===== config.mk =====
export PLATFORM = sky130hd
export DESIGN_NAME = hop_scheduler_flat
export DESIGN_NICKNAME = d
export VERILOG_FILES = /design/src/rtl/frog_pkg.sv /design/src/rtl/hop_scheduler_if.sv /design/src/rtl/hop_fifo.sv /design/src/rtl/hop_scheduler.sv /design/src/flat_wrapper.sv
export SDC_FILE = /design/constraint.sdc
export NUM_CORES = 1
export LEC_CHECK = 0
export ABC_AREA = 1
export ABC_CLOCK_PERIOD_IN_PS = 6500
export CAP_MARGIN = 40
export CORE_MARGIN = 5
export CORE_UTILIZATION = 45
export CTS_BUF_LIST = sky130_fd_sc_hd__clkbuf_8
export DETAILED_ROUTE_END_ITERATION = 6
export DONT_BUFFER_PORTS = 1
export HOLD_SLACK_MARGIN = 0.15
export REMOVE_ABC_BUFFERS = 1
export SYNTH_ARGS = -nofsm -noshare
export SYNTH_HDL_FRONTEND = slang
export SYNTH_SLANG_ARGS = --single-unit

===== constraint.sdc =====
create_clock -name frame_clk -period 6.5 [get_ports frame_clk]
set_input_delay 0.65 -clock frame_clk [delete_from_list [all_inputs] [get_ports frame_clk]]
set_output_delay 0.65 -clock frame_clk [all_outputs]
set_load 0.02 [all_outputs]

===== src/rtl/frog_pkg.sv =====
// Shared frog game types: hop directions, USB keycodes and scheduler states.
// Key decode helpers keep the scheduler's event logic free of keycode details.
package frog_pkg;

  typedef enum logic [1:0] {
    DIR_UP    = 2'd0,
    DIR_RIGHT = 2'd1,
    DIR_DOWN  = 2'd2,
    DIR_LEFT  = 2'd3
  } dir_t;

  typedef enum logic [1:0] {
    ST_PAUSED = 2'd0,
    ST_RUN    = 2'd1,
    ST_FLUSH  = 2'd2
  } sched_state_t;

  localparam logic [7:0] KEY_NONE    = 8'h00;
  localparam logic [7:0] KEY_UP      = 8'h1A;
  localparam logic [7:0] KEY_RIGHT   = 8'h07;
  localparam logic [7:0] KEY_DOWN    = 8'h16;
  localparam logic [7:0] KEY_LEFT    = 8'h04;
  localparam logic [7:0] KEY_PAUSE   = 8'h29;
  localparam logic [7:0] KEY_RESTART = 8'h15;

  function automatic logic key_is_arrow(input logic [7:0] key);
    return (key == KEY_UP) || (key == KEY_RIGHT) ||
           (key == KEY_DOWN) || (key == KEY_LEFT);
  endfunction

  function automatic dir_t key_to_dir(input logic [7:0] key);
    dir_t dir;
    dir = DIR_UP;
    case (key)
      KEY_RIGHT: dir = DIR_RIGHT;
      KEY_DOWN:  dir = DIR_DOWN;
      KEY_LEFT:  dir = DIR_LEFT;
      default:   dir = DIR_UP;
    endcase
    return dir;
  endfunction

endpackage


===== src/rtl/hop_scheduler_if.sv =====
// Hop command handshake between the scheduler (master) and the frog mover (slave).
interface hop_scheduler_if;
  import frog_pkg::*;

  logic cmd_valid;
  logic cmd_ready;
  dir_t cmd_dir;

  modport master (output cmd_valid, output cmd_dir, input cmd_ready);
  modport slave  (input cmd_valid, input cmd_dir, output cmd_ready);
endinterface


===== src/rtl/hop_fifo.sv =====
// Synchronous FIFO of hop directions; flush wins over push/pop, and a push
// into a full FIFO only lands when a pop frees a slot on the same edge.
module hop_fifo
  import frog_pkg::*;
#(
  parameter int DEPTH = 4
) (
  input  logic                     frame_clk,
  input  logic                     Reset_n,
  input  logic                     push,
  input  logic                     pop,
  input  logic                     flush,
  input  dir_t                     din,
  output dir_t                     dout,
  output logic [$clog2(DEPTH):0]   count,
  output logic                     full
);

  localparam int PW = $clog2(DEPTH);

  dir_t          mem [DEPTH];
  logic [PW-1:0] wr_ptr;
  logic [PW-1:0] rd_ptr;
  logic          do_push;
  logic          do_pop;

  assign full    = (count == (PW+1)'(DEPTH));
  assign do_pop  = pop && (count != '0);
  assign do_push = push && (!full || do_pop);
  assign dout    = mem[rd_ptr];

  // Pointers are PW bits wide so they wrap modulo DEPTH on their own.
  always_ff @(posedge frame_clk or negedge Reset_n) begin
    if (!Reset_n) begin
      wr_ptr <= '0;
      rd_ptr <= '0;
      count  <= '0;
      for (int i = 0; i < DEPTH; i++) mem[i] <= DIR_UP;
    end else if (flush) begin
      wr_ptr <= '0;
      rd_ptr <= '0;
      count  <= '0;
    end else begin
      if (do_push) begin
        mem[wr_ptr] <= din;
        wr_ptr      <= wr_ptr + PW'(1);
      end
      if (do_pop) rd_ptr <= rd_ptr + PW'(1);
      case ({do_push, do_pop})
        2'b10:   count <= count + (PW+1)'(1);
        2'b01:   count <= count - (PW+1)'(1);
        default: count <= count;
      endcase
    end
  end

endmodule


===== src/rtl/hop_scheduler.sv =====
// Turns keyboard edges into queued hop commands for the frog mover, with
// pause/run mode and a one-cycle FLUSH on death, win or restart.
module hop_scheduler
  import frog_pkg::*;
#(
  parameter int FIFO_DEPTH = 4
) (
  input  logic                          frame_clk,
  input  logic                          Reset_n,
  input  logic [7:0]                    keycode,
  input  logic                          dead,
  input  logic                          win,
  hop_scheduler_if.master               cmd,
  output logic                          unpaused,
  output logic                          manualreset,
  output logic [$clog2(FIFO_DEPTH):0]   fifo_count,
  output logic                          overflow
);

  sched_state_t state, state_next;
  logic [7:0]   lastkey;
  logic         armed;
  logic         resume_run, resume_run_next;
  logic         by_restart, by_restart_next;
  logic         key_event, ev_pause, ev_restart, ev_arrow;
  logic         push, pop, flush, fifo_full;

  // armed keeps a key held through reset from firing on the first edge after it.
  assign key_event  = armed && (lastkey == KEY_NONE) && (keycode != KEY_NONE);
  assign ev_pause   = key_event && (keycode == KEY_PAUSE);
  assign ev_restart = key_event && (keycode == KEY_RESTART);
  assign ev_arrow   = key_event && key_is_arrow(keycode);

  assign cmd.cmd_valid = (state == ST_RUN) && (fifo_count != '0);
  assign pop           = cmd.cmd_valid && cmd.cmd_ready;
  assign flush         = (state == ST_FLUSH) || (state_next == ST_FLUSH);
  assign manualreset   = (state == ST_FLUSH) && by_restart;
  assign unpaused      = (state == ST_RUN) || ((state == ST_FLUSH) && resume_run);

  always_ff @(posedge frame_clk or negedge Reset_n) begin
    if (!Reset_n) begin
      state      <= ST_PAUSED;
      lastkey    <= KEY_NONE;
      armed      <= 1'b0;
      resume_run <= 1'b0;
      by_restart <= 1'b0;
    end else begin
      state      <= state_next;
      lastkey    <= keycode;
      armed      <= 1'b1;
      resume_run <= resume_run_next;
      by_restart <= by_restart_next;
    end
  end

  // A FLUSH re-entered from FLUSH keeps the mode remembered on first entry.
  always_comb begin
    state_next      = state;
    resume_run_next = resume_run;
    by_restart_next = by_restart;
    push            = 1'b0;
    if (dead || win || ev_restart) begin
      state_next      = ST_FLUSH;
      by_restart_next = !(dead || win);
      if (state != ST_FLUSH) resume_run_next = (state == ST_RUN);
    end else begin
      case (state)
        ST_PAUSED: if (ev_pause) state_next = ST_RUN;
        ST_RUN: begin
          if (ev_pause)      state_next = ST_PAUSED;
          else if (ev_arrow) push = 1'b1;
        end
        ST_FLUSH:  state_next = resume_run ? ST_RUN : ST_PAUSED;
        default:   state_next = ST_PAUSED;
      endcase
    end
  end

  always_ff @(posedge frame_clk or negedge Reset_n) begin
    if (!Reset_n)                        overflow <= 1'b0;
    else if (flush)                      overflow <= 1'b0;
    else if (push && fifo_full && !pop)  overflow <= 1'b1;
  end

  hop_fifo #(
    .DEPTH (FIFO_DEPTH)
  ) u_fifo (
    .frame_clk (frame_clk),
    .Reset_n   (Reset_n),
    .push      (push),
    .pop       (pop),
    .flush     (flush),
    .din       (key_to_dir(keycode)),
    .dout      (cmd.cmd_dir),
    .count     (fifo_count),
    .full      (fifo_full)
  );

endmodule


===== src/flat_wrapper.sv =====
// flat-port wrapper written by rule: the top's interface ports become plain ports
module hop_scheduler_flat import frog_pkg::*;
#(
  parameter int FIFO_DEPTH = 4
)
  (frame_clk, Reset_n, keycode, dead, win, unpaused, manualreset, fifo_count, overflow, cmd_cmd_valid, cmd_cmd_dir, cmd_cmd_ready);
  hop_scheduler_if cmd_i ();
  input  logic frame_clk;
  input  logic Reset_n;
  input  logic [7:0] keycode;
  input  logic dead;
  input  logic win;
  output logic unpaused;
  output logic manualreset;
  output logic [$clog2(FIFO_DEPTH):0] fifo_count;
  output logic overflow;
  output wire logic [$bits(cmd_i.cmd_valid)-1:0] cmd_cmd_valid;
  output wire logic [$bits(cmd_i.cmd_dir)-1:0] cmd_cmd_dir;
  input wire logic [$bits(cmd_i.cmd_ready)-1:0] cmd_cmd_ready;
  assign cmd_cmd_valid = cmd_i.cmd_valid;
  assign cmd_cmd_dir = cmd_i.cmd_dir;
  assign cmd_i.cmd_ready = cmd_cmd_ready;
  hop_scheduler #(.FIFO_DEPTH(FIFO_DEPTH)) u_core (.frame_clk(frame_clk), .Reset_n(Reset_n), .keycode(keycode), .dead(dead), .win(win), .cmd(cmd_i), .unpaused(unpaused), .manualreset(manualreset), .fifo_count(fifo_count), .overflow(overflow));
endmodule

# After elaboration in Yosys (flattened, before gate mapping)
# Cells that the tools add are included.
# totals
input_bits	13
out_inout_bits	9
reg_bits	29
wordCells	95
# classes
n_eq_ne	13
muxes	24
n_addsub	4
magnitude_cmp	3
reduce_logical	35
bitwise_logic	3
# ops
operator	count
$eq A8 B5 Y1 const B	3
$mux W2	10
$eq A8 B3 Y1 const B	2
$logic_and A1 B1 Y1	14
$pmux W2 S3	2
$bwmux W8	1
$eq A8 B6 Y1 const B	1
$logic_not A8 Y1	1
$logic_or A1 B1 Y1	8
$reduce_bool A8 Y1	1
$mux W1	7
$eq A2 B2 Y1 const B	3
$ge A3 B3 Y1 const B	2
$not A2 Y3	2
$pmux W3 S2	1
$reduce_bool A2 Y1	3
$reduce_bool A3 Y1	2
$add A2 B1 Y2 const B	2
$bmux W2 S2	1
$demux W2 S2	1
$eq A2 B1 Y1 const B	2
$reduce_and A2 Y1	2
$add A3 B1 Y3 const B	1
$eq A3 B3 Y1 const B	1
other kinds (7)	9

# Depth between registers and ports, before layout
# depth
ltp_word	13
depth_mapped	15
mapped_depth_nobuf	15

# By module
# A second synthesis with hierarchy kept.
# unflattened
cells_unflattened	211
hier_area_um2	1622.8
# by_module_without_submodules
module	seq_area_each_um2	n_inst	area_per_inst_um2	cells_each
hop_fifo	375.4	1	868.3	109
hop_scheduler	350.3	1	754.5	102

# Least setup slack after synthesis
# No wires, ideal clock.
# synth_path
path_type	input to register
start	input port keycode[5]
end	register u_core.u_fifo.count[2]
path_slack_ns	4.011
setup_ns	0.120
path_buffers	0
required_ns	6.380
stages	13
arrival_time_ns	2.369
path_cell_list	nor2_2 > nand2_2 > nor2_1 > nor2_4 > nand2_1 > nand2_1 > nor3_1 > nand2_1 > ha_1 > fa_1 > o21ai_0 > xor2_1 > nor2_1
# synth_via
elab_chain_len	13
elab_cells_between_ends	31
cone_classes	eq/ne: 9; mux: 10; reduce/logical: 12
# synth_lines
element	line	rtl
start, declared	flat_wrapper.sv:10	input logic [7:0] keycode;
$eq A8 B5 Y1 / $eq A8 B3 Y1 (equally long branches)	frog_pkg.sv:27	return (key == KEY_UP) || (key == KEY_RIGHT) ||
$logic_or A1 B1 Y1 (2 in series)	frog_pkg.sv:27	
$logic_or A1 B1 Y1	frog_pkg.sv:28	(key == KEY_DOWN) || (key == KEY_LEFT);
$logic_and A1 B1 Y1	hop_scheduler.sv:32	assign ev_arrow = key_event && key_is_arrow(keycode);
$mux W1	hop_scheduler.sv:71	else if (ev_arrow) push = 1'b1;
$mux W1	hop_scheduler.sv:70	if (ev_pause) state_next = ST_PAUSED;
$mux W1	hop_scheduler.sv:67	case (state)
$mux W1	hop_scheduler.sv:62	if (dead || win || ev_restart) begin
$logic_and A1 B1 Y1	hop_fifo.sv:29	assign do_push = push && (!full || do_pop);
$eq A2 B1 Y1 / $eq A2 B2 Y1 (equally long branches)	hop_fifo.sv:49	case ({do_push, do_pop})
$pmux W3 S2	hop_fifo.sv:49	
$mux W3	hop_fifo.sv:39	end else if (flush) begin
end signal, assigned	hop_fifo.sv:50	2'b10: count <= count + (PW+1)'(1);
end signal, assigned	hop_fifo.sv:51	2'b01: count <= count - (PW+1)'(1);
end signal, assigned	hop_fifo.sv:52	default: count <= count;
end, declared	hop_fifo.sv:15	output logic [$clog2(DEPTH):0] count,
# Parallel ways exist; a longest one is shown, timed or not.
# A chain may end at the register's enable or synchronous reset.

# Worst setup path after layout
# layout_path
start	register u_core.u_fifo.count[1]
end	register u_core.u_fifo.count[2]
# layout_via
elab_chain_len	9
elab_cells_between_ends	15
cone_classes	add/sub: 2; eq/ne: 3; mux: 2; reduce/logical: 8
# layout_lines
element	line	rtl
$reduce_bool A3 Y1 (*)	hop_scheduler.sv:34	assign cmd.cmd_valid = (state == ST_RUN) && (fifo_count != '0);
$logic_and A1 B1 Y1 (*)	hop_scheduler.sv:34	
via cmd_cmd_valid	flat_wrapper.sv:17	output wire logic [$bits(cmd_i.cmd_valid)-1:0] cmd_cmd_valid;
$logic_and A1 B1 Y1 (*)	hop_scheduler.sv:35	assign pop = cmd.cmd_valid && cmd.cmd_ready;
$logic_and A1 B1 Y1 (*)	hop_fifo.sv:28	assign do_pop = pop && (count != '0);
$logic_or A1 B1 Y1	hop_fifo.sv:29	
$logic_and A1 B1 Y1	hop_fifo.sv:29	
$eq A2 B1 Y1 / $eq A2 B2 Y1 (equally long branches)	hop_fifo.sv:49	
$pmux W3 S2	hop_fifo.sv:49	
$mux W3	hop_fifo.sv:39	
# Mark *: on every way through the listed nets, which the timed path passes. The rest lies on a longest branch.

==> results by group <==
Clocking
  • Reg clk slew, reported paths: 0.06 ns
  • CTS root buf: clkbuf_8
  • CTS sink count: 29
  • H-tree levels: 2
  • TritonCTS clock tree: yes
  • Clock Path Buffers: 2
  • CTS buffer count: 5
  • Worst-Skew Late Latency: 0.27 ns
  • Post-cts gate resize count: 0

Timing
  • Slew Limit Fails: 0
  • Worst hold slack: 0.196 ns
  • Period minus WS final: 2.54 ns
  • Worst-margin pin slew: 0.515 ns
  • Peak Freq: 0.393 GHz
  • Clock Skew: 0.00225 ns
  • Final Hold Viols: 0
  • Slew margin rel.: 65.3%
  • Unrepaired setup endpoints after global routing: no
  • Final critical-path share of the clock period: 39.1%
  • Setup TNS: 0 ns
  • Final WS setup: 3.96 ns
  • Setup violations, final: 0

Pwr
  • Maximum VDD drop: 0.000103 V
  • Net Switching: 0.0000796 W
  • Comb power frac: 5.0%
  • Clock Power Share: 40.6%
  • Switch share: 23.3%
  • Int Pwr: 0.000261 W
  • Pleak: 0.862 nW
  • Sequential power share: 54.4%
  • PD cells: 194 nW/um2

Floorplanning
  • Die height: 69.9 um
  • Die Area: 4890 um2
  • Die width: 69.9 um
  • I/O pins: 22
  • Core Area: 3420 um2
  • Rows: 21
  • Initial Utilization: 47.3%

GRT
  • Vias in the first global route: 1243
  • Pin count of the biggest net entering global routing: 30
  • Antenna violations before repair: 0
  • Grt total ovfl: 0
  • Total GRT Usage: 14.0%
  • Global-route wire length before repair: 5.54 mm

Run status
  • Status: finished clean

Routing
  • Wirelength per Cell: 12.6 um
  • Via/cell ratio: 4.94
  • ANT nets after route: 0
  • First-pass DRT Iterations: 4
  • DRC violations left: 0
  • DRT iter0 DRCs: 88
  • Routed vias: 1244
  • Total Wirelength: 3.16 mm

Synthesis
  • Adder-Cell Fraction of Synth Area: 5.11%
  • Synth Register Bits: 29
  • Yosys warnings: 0
  • Sequential area share after synthesis: 44.9%
  • Synth top area share: 44.9%
  • Compound-gate portion of the synthesized area: 4.96%
  • Largest family of logic cells by synthesized area: simple AND/OR/NAND/NOR gates
  • Cell Area, Synth: 1620 um2
  • Post-Synth XOR/XNOR Area: 1.63%
  • Multiplexer share of the synthesized area: 0.620%
  • Syn avg cell area: 8.12 um2
  • Post-Synthesis Cells: 199
  • Synth unique cells: 26
  • Synth top area cells: dfrtp_1 45%, nand2_1 9.8%, nor2_1 6.7%, inv_1 5.3%, nand4_1 4.3%
  • Largest area contributor in the netlist: dfrtp_1
  • Post-Synth Simple-Gate Area: 35.0%

Final layout
  • Share of cells above drive strength 1: 14.6%
  • Final Cell Area: 1760 um2
  • Final-stage net count: 224
  • Layout fillers: 349
  • Diode count: 0
  • Flip-flop and latch area: 726 um2
  • Area growth from synthesis to layout: 8.91%
  • Area occupied by multi-input gates: 768 um2

Worst setup path
  • CP arrival: 2.70 ns
  • Kind of critical path: reg -> reg
  • Critical Path Max Stage Delay: 0.55 ns
  • Worst path slowest cell: dfrtp_1
  • Largest fanout on the critical path: 16
  • R2R depth: 10
  • R2r startpoint: u_core.u_fifo.count[1]
  • CP Capture Type: flop
  • FF-to-FF End: u_core.u_fifo.count[2]
  • Startpoint types: flop
  • Cell chain of the critical path: nor3_1 > nor2_2 > nand2_2 > nand2_4 > nand2_1 > ha_1 > fa_1 > o21ai_0 > xor2_1 > nor2_1
  • R2R Setup Slk: 3.96 ns
  • CP required: 6.66 ns
  • CP delay by family, top: simple AND/OR/NAND/NOR gates
  • Buf/Inv on CP: 0

Placement
  • Final Wtd Congestion: 0.805
  • Placed cell areas: 1660 um2
  • Hpwl dp: 2.43 mm
  • Placement Setup Slack: 3.78 ns
  • IO Port Bufs: 0

Hold path
  • Worst hold-check path type: in -> async

Run
  • Maximum capacitance violations: 0
layout make-up:
type | count | area share (%)
Clock inverter | 3 | 0.782
Sequential cell | 29 | 41.3
Timing Repair Buffer | 1 | 1.14
Tap cell | 46 | 3.27
Inverter | 28 | 5.97
Clock buffer | 5 | 3.91
Multi-Input combinational cell | 140 | 43.7
worst max path at each step:
| stage | from | end | slack (ns) | cells after the start |
|---|---|---|---|---|
| after CTS | u_core.u_fifo.count[1] | u_core.u_fifo.count[2] | 3.95 | 10 |
| after detailed placement | keycode[0] | u_core.u_fifo.count[2] | 3.78 | 13 |
| after global placement | keycode[0] | u_core.u_fifo.count[2] | 3.90 | 14 |
| after floorplan | keycode[5] | u_core.u_fifo.count[2] | 4.01 | 13 |
| after global routing | u_core.u_fifo.count[1] | u_core.u_fifo.count[2] | 3.73 | 11 |
| final | u_core.u_fifo.count[1] | u_core.u_fifo.count[2] | 3.96 | 10 |
through the flow:
step | power, W | cells | utilization [%]
after floorplan | 0.000199 | 197 | -
after global placement | 0.000201 | 243 | 48.5
after detailed placement | 0.000201 | 243 | 48.5
after CTS | 0.000346 | 252 | 51.5
after global routing | 0.000359 | 252 | 51.5
final | 0.000341 | 252 | 51.5
cell families (layout without fill, tap and decap cells):
| family | Yosys count | after routing |
|---|---|---|
| DFF | 29 | 29 |
| adders and majority gates | 6 | 6 |
| and+or+nand+nor | 114 | 114 |
| muxes | 1 | 1 |
| AOI/OAI and AO/OA | 15 | 15 |
| xor gates and xnor gates | 3 | 3 |
| other | 1 | 1 |
| buffers and inverters | 30 | 37 |
worst register-to-register path: stages (launching register included):
cell and delay [ns]:
dfrtp_1 0.55, nor3_1 0.12, nor2_2 0.26, nand2_2 0.16
nand2_4 0.18, nand2_1 0.09, ha_1 0.22, fa_1 0.39
o21ai_0 0.22, xor2_1 0.18, nor2_1 0.06
sequential cells by signal (all words and copies together) (netlist names):
register,count
u_core.u_fifo.wr_ptr,2
u_core.u_fifo.mem,8
u_core.state,2
u_core.armed,1
u_core.u_fifo.count,3
u_core.u_fifo.rd_ptr,2
u_core.lastkey,8
u_core.overflow,1
u_core.resume_run,1
u_core.by_restart,1
power by group through the flow:
stage	logic, W	clock network, W	registers (W)
finish	0.0000171	0.000139	0.000185
CTS	0.0000176	0.000143	0.000185
detailed placement	0.0000124	0	0.000189
global placement	0.0000123	0	0.000189
floorplan	0.0000106	0	0.000188
global route	0.0000200	0.000153	0.000186
placed cells by master, fill, tap and decap left out, drive strengths merged:
| master | instances |
|---|---|
| nand3 | 13 |
| o22ai | 2 |
| nor2 | 37 |
| nor3b | 1 |
| dfrtp | 29 |
| inv | 29 |
| conb | 1 |
| mux2i | 1 |
| buf | 1 |
| a21boi | 1 |
| clkbuf | 5 |
| ha | 5 |
| clkinv | 2 |
| a21oi | 1 |
| nand4 | 11 |
| o21ai | 11 |
| nor3 | 4 |
| xor2 | 3 |
| nand2 | 48 |
| fa | 1 |
routing by layer:
metal  part of all wire [%]  global-route usage (%)
met5                      0                       0
met2                     43                    19.7
met1                     49                    19.5
met4                    1.5                    4.47
met3                    6.4                    5.60
cell usage after synthesis (all sizes together):
cell    number
inv         28
fa           1
nor3         4
o22ai        2
buf          2
conb         1
dfrtp       29
o21ai       11
ha           5
nand2       48
nor3b        1
a21oi        1
a21boi       1
nor2        37
xor2         3
mux2i        1
nand4       11
nand3       13
timing repair:
| item | in CTS | in global routing |
|---|---|---|
| setup buffers | 0 | 0 |
| hold buffers | 1 | 0 |
| hold endpoints to repair | 29 | 0 |
Power figures use the tool's default switching activity.
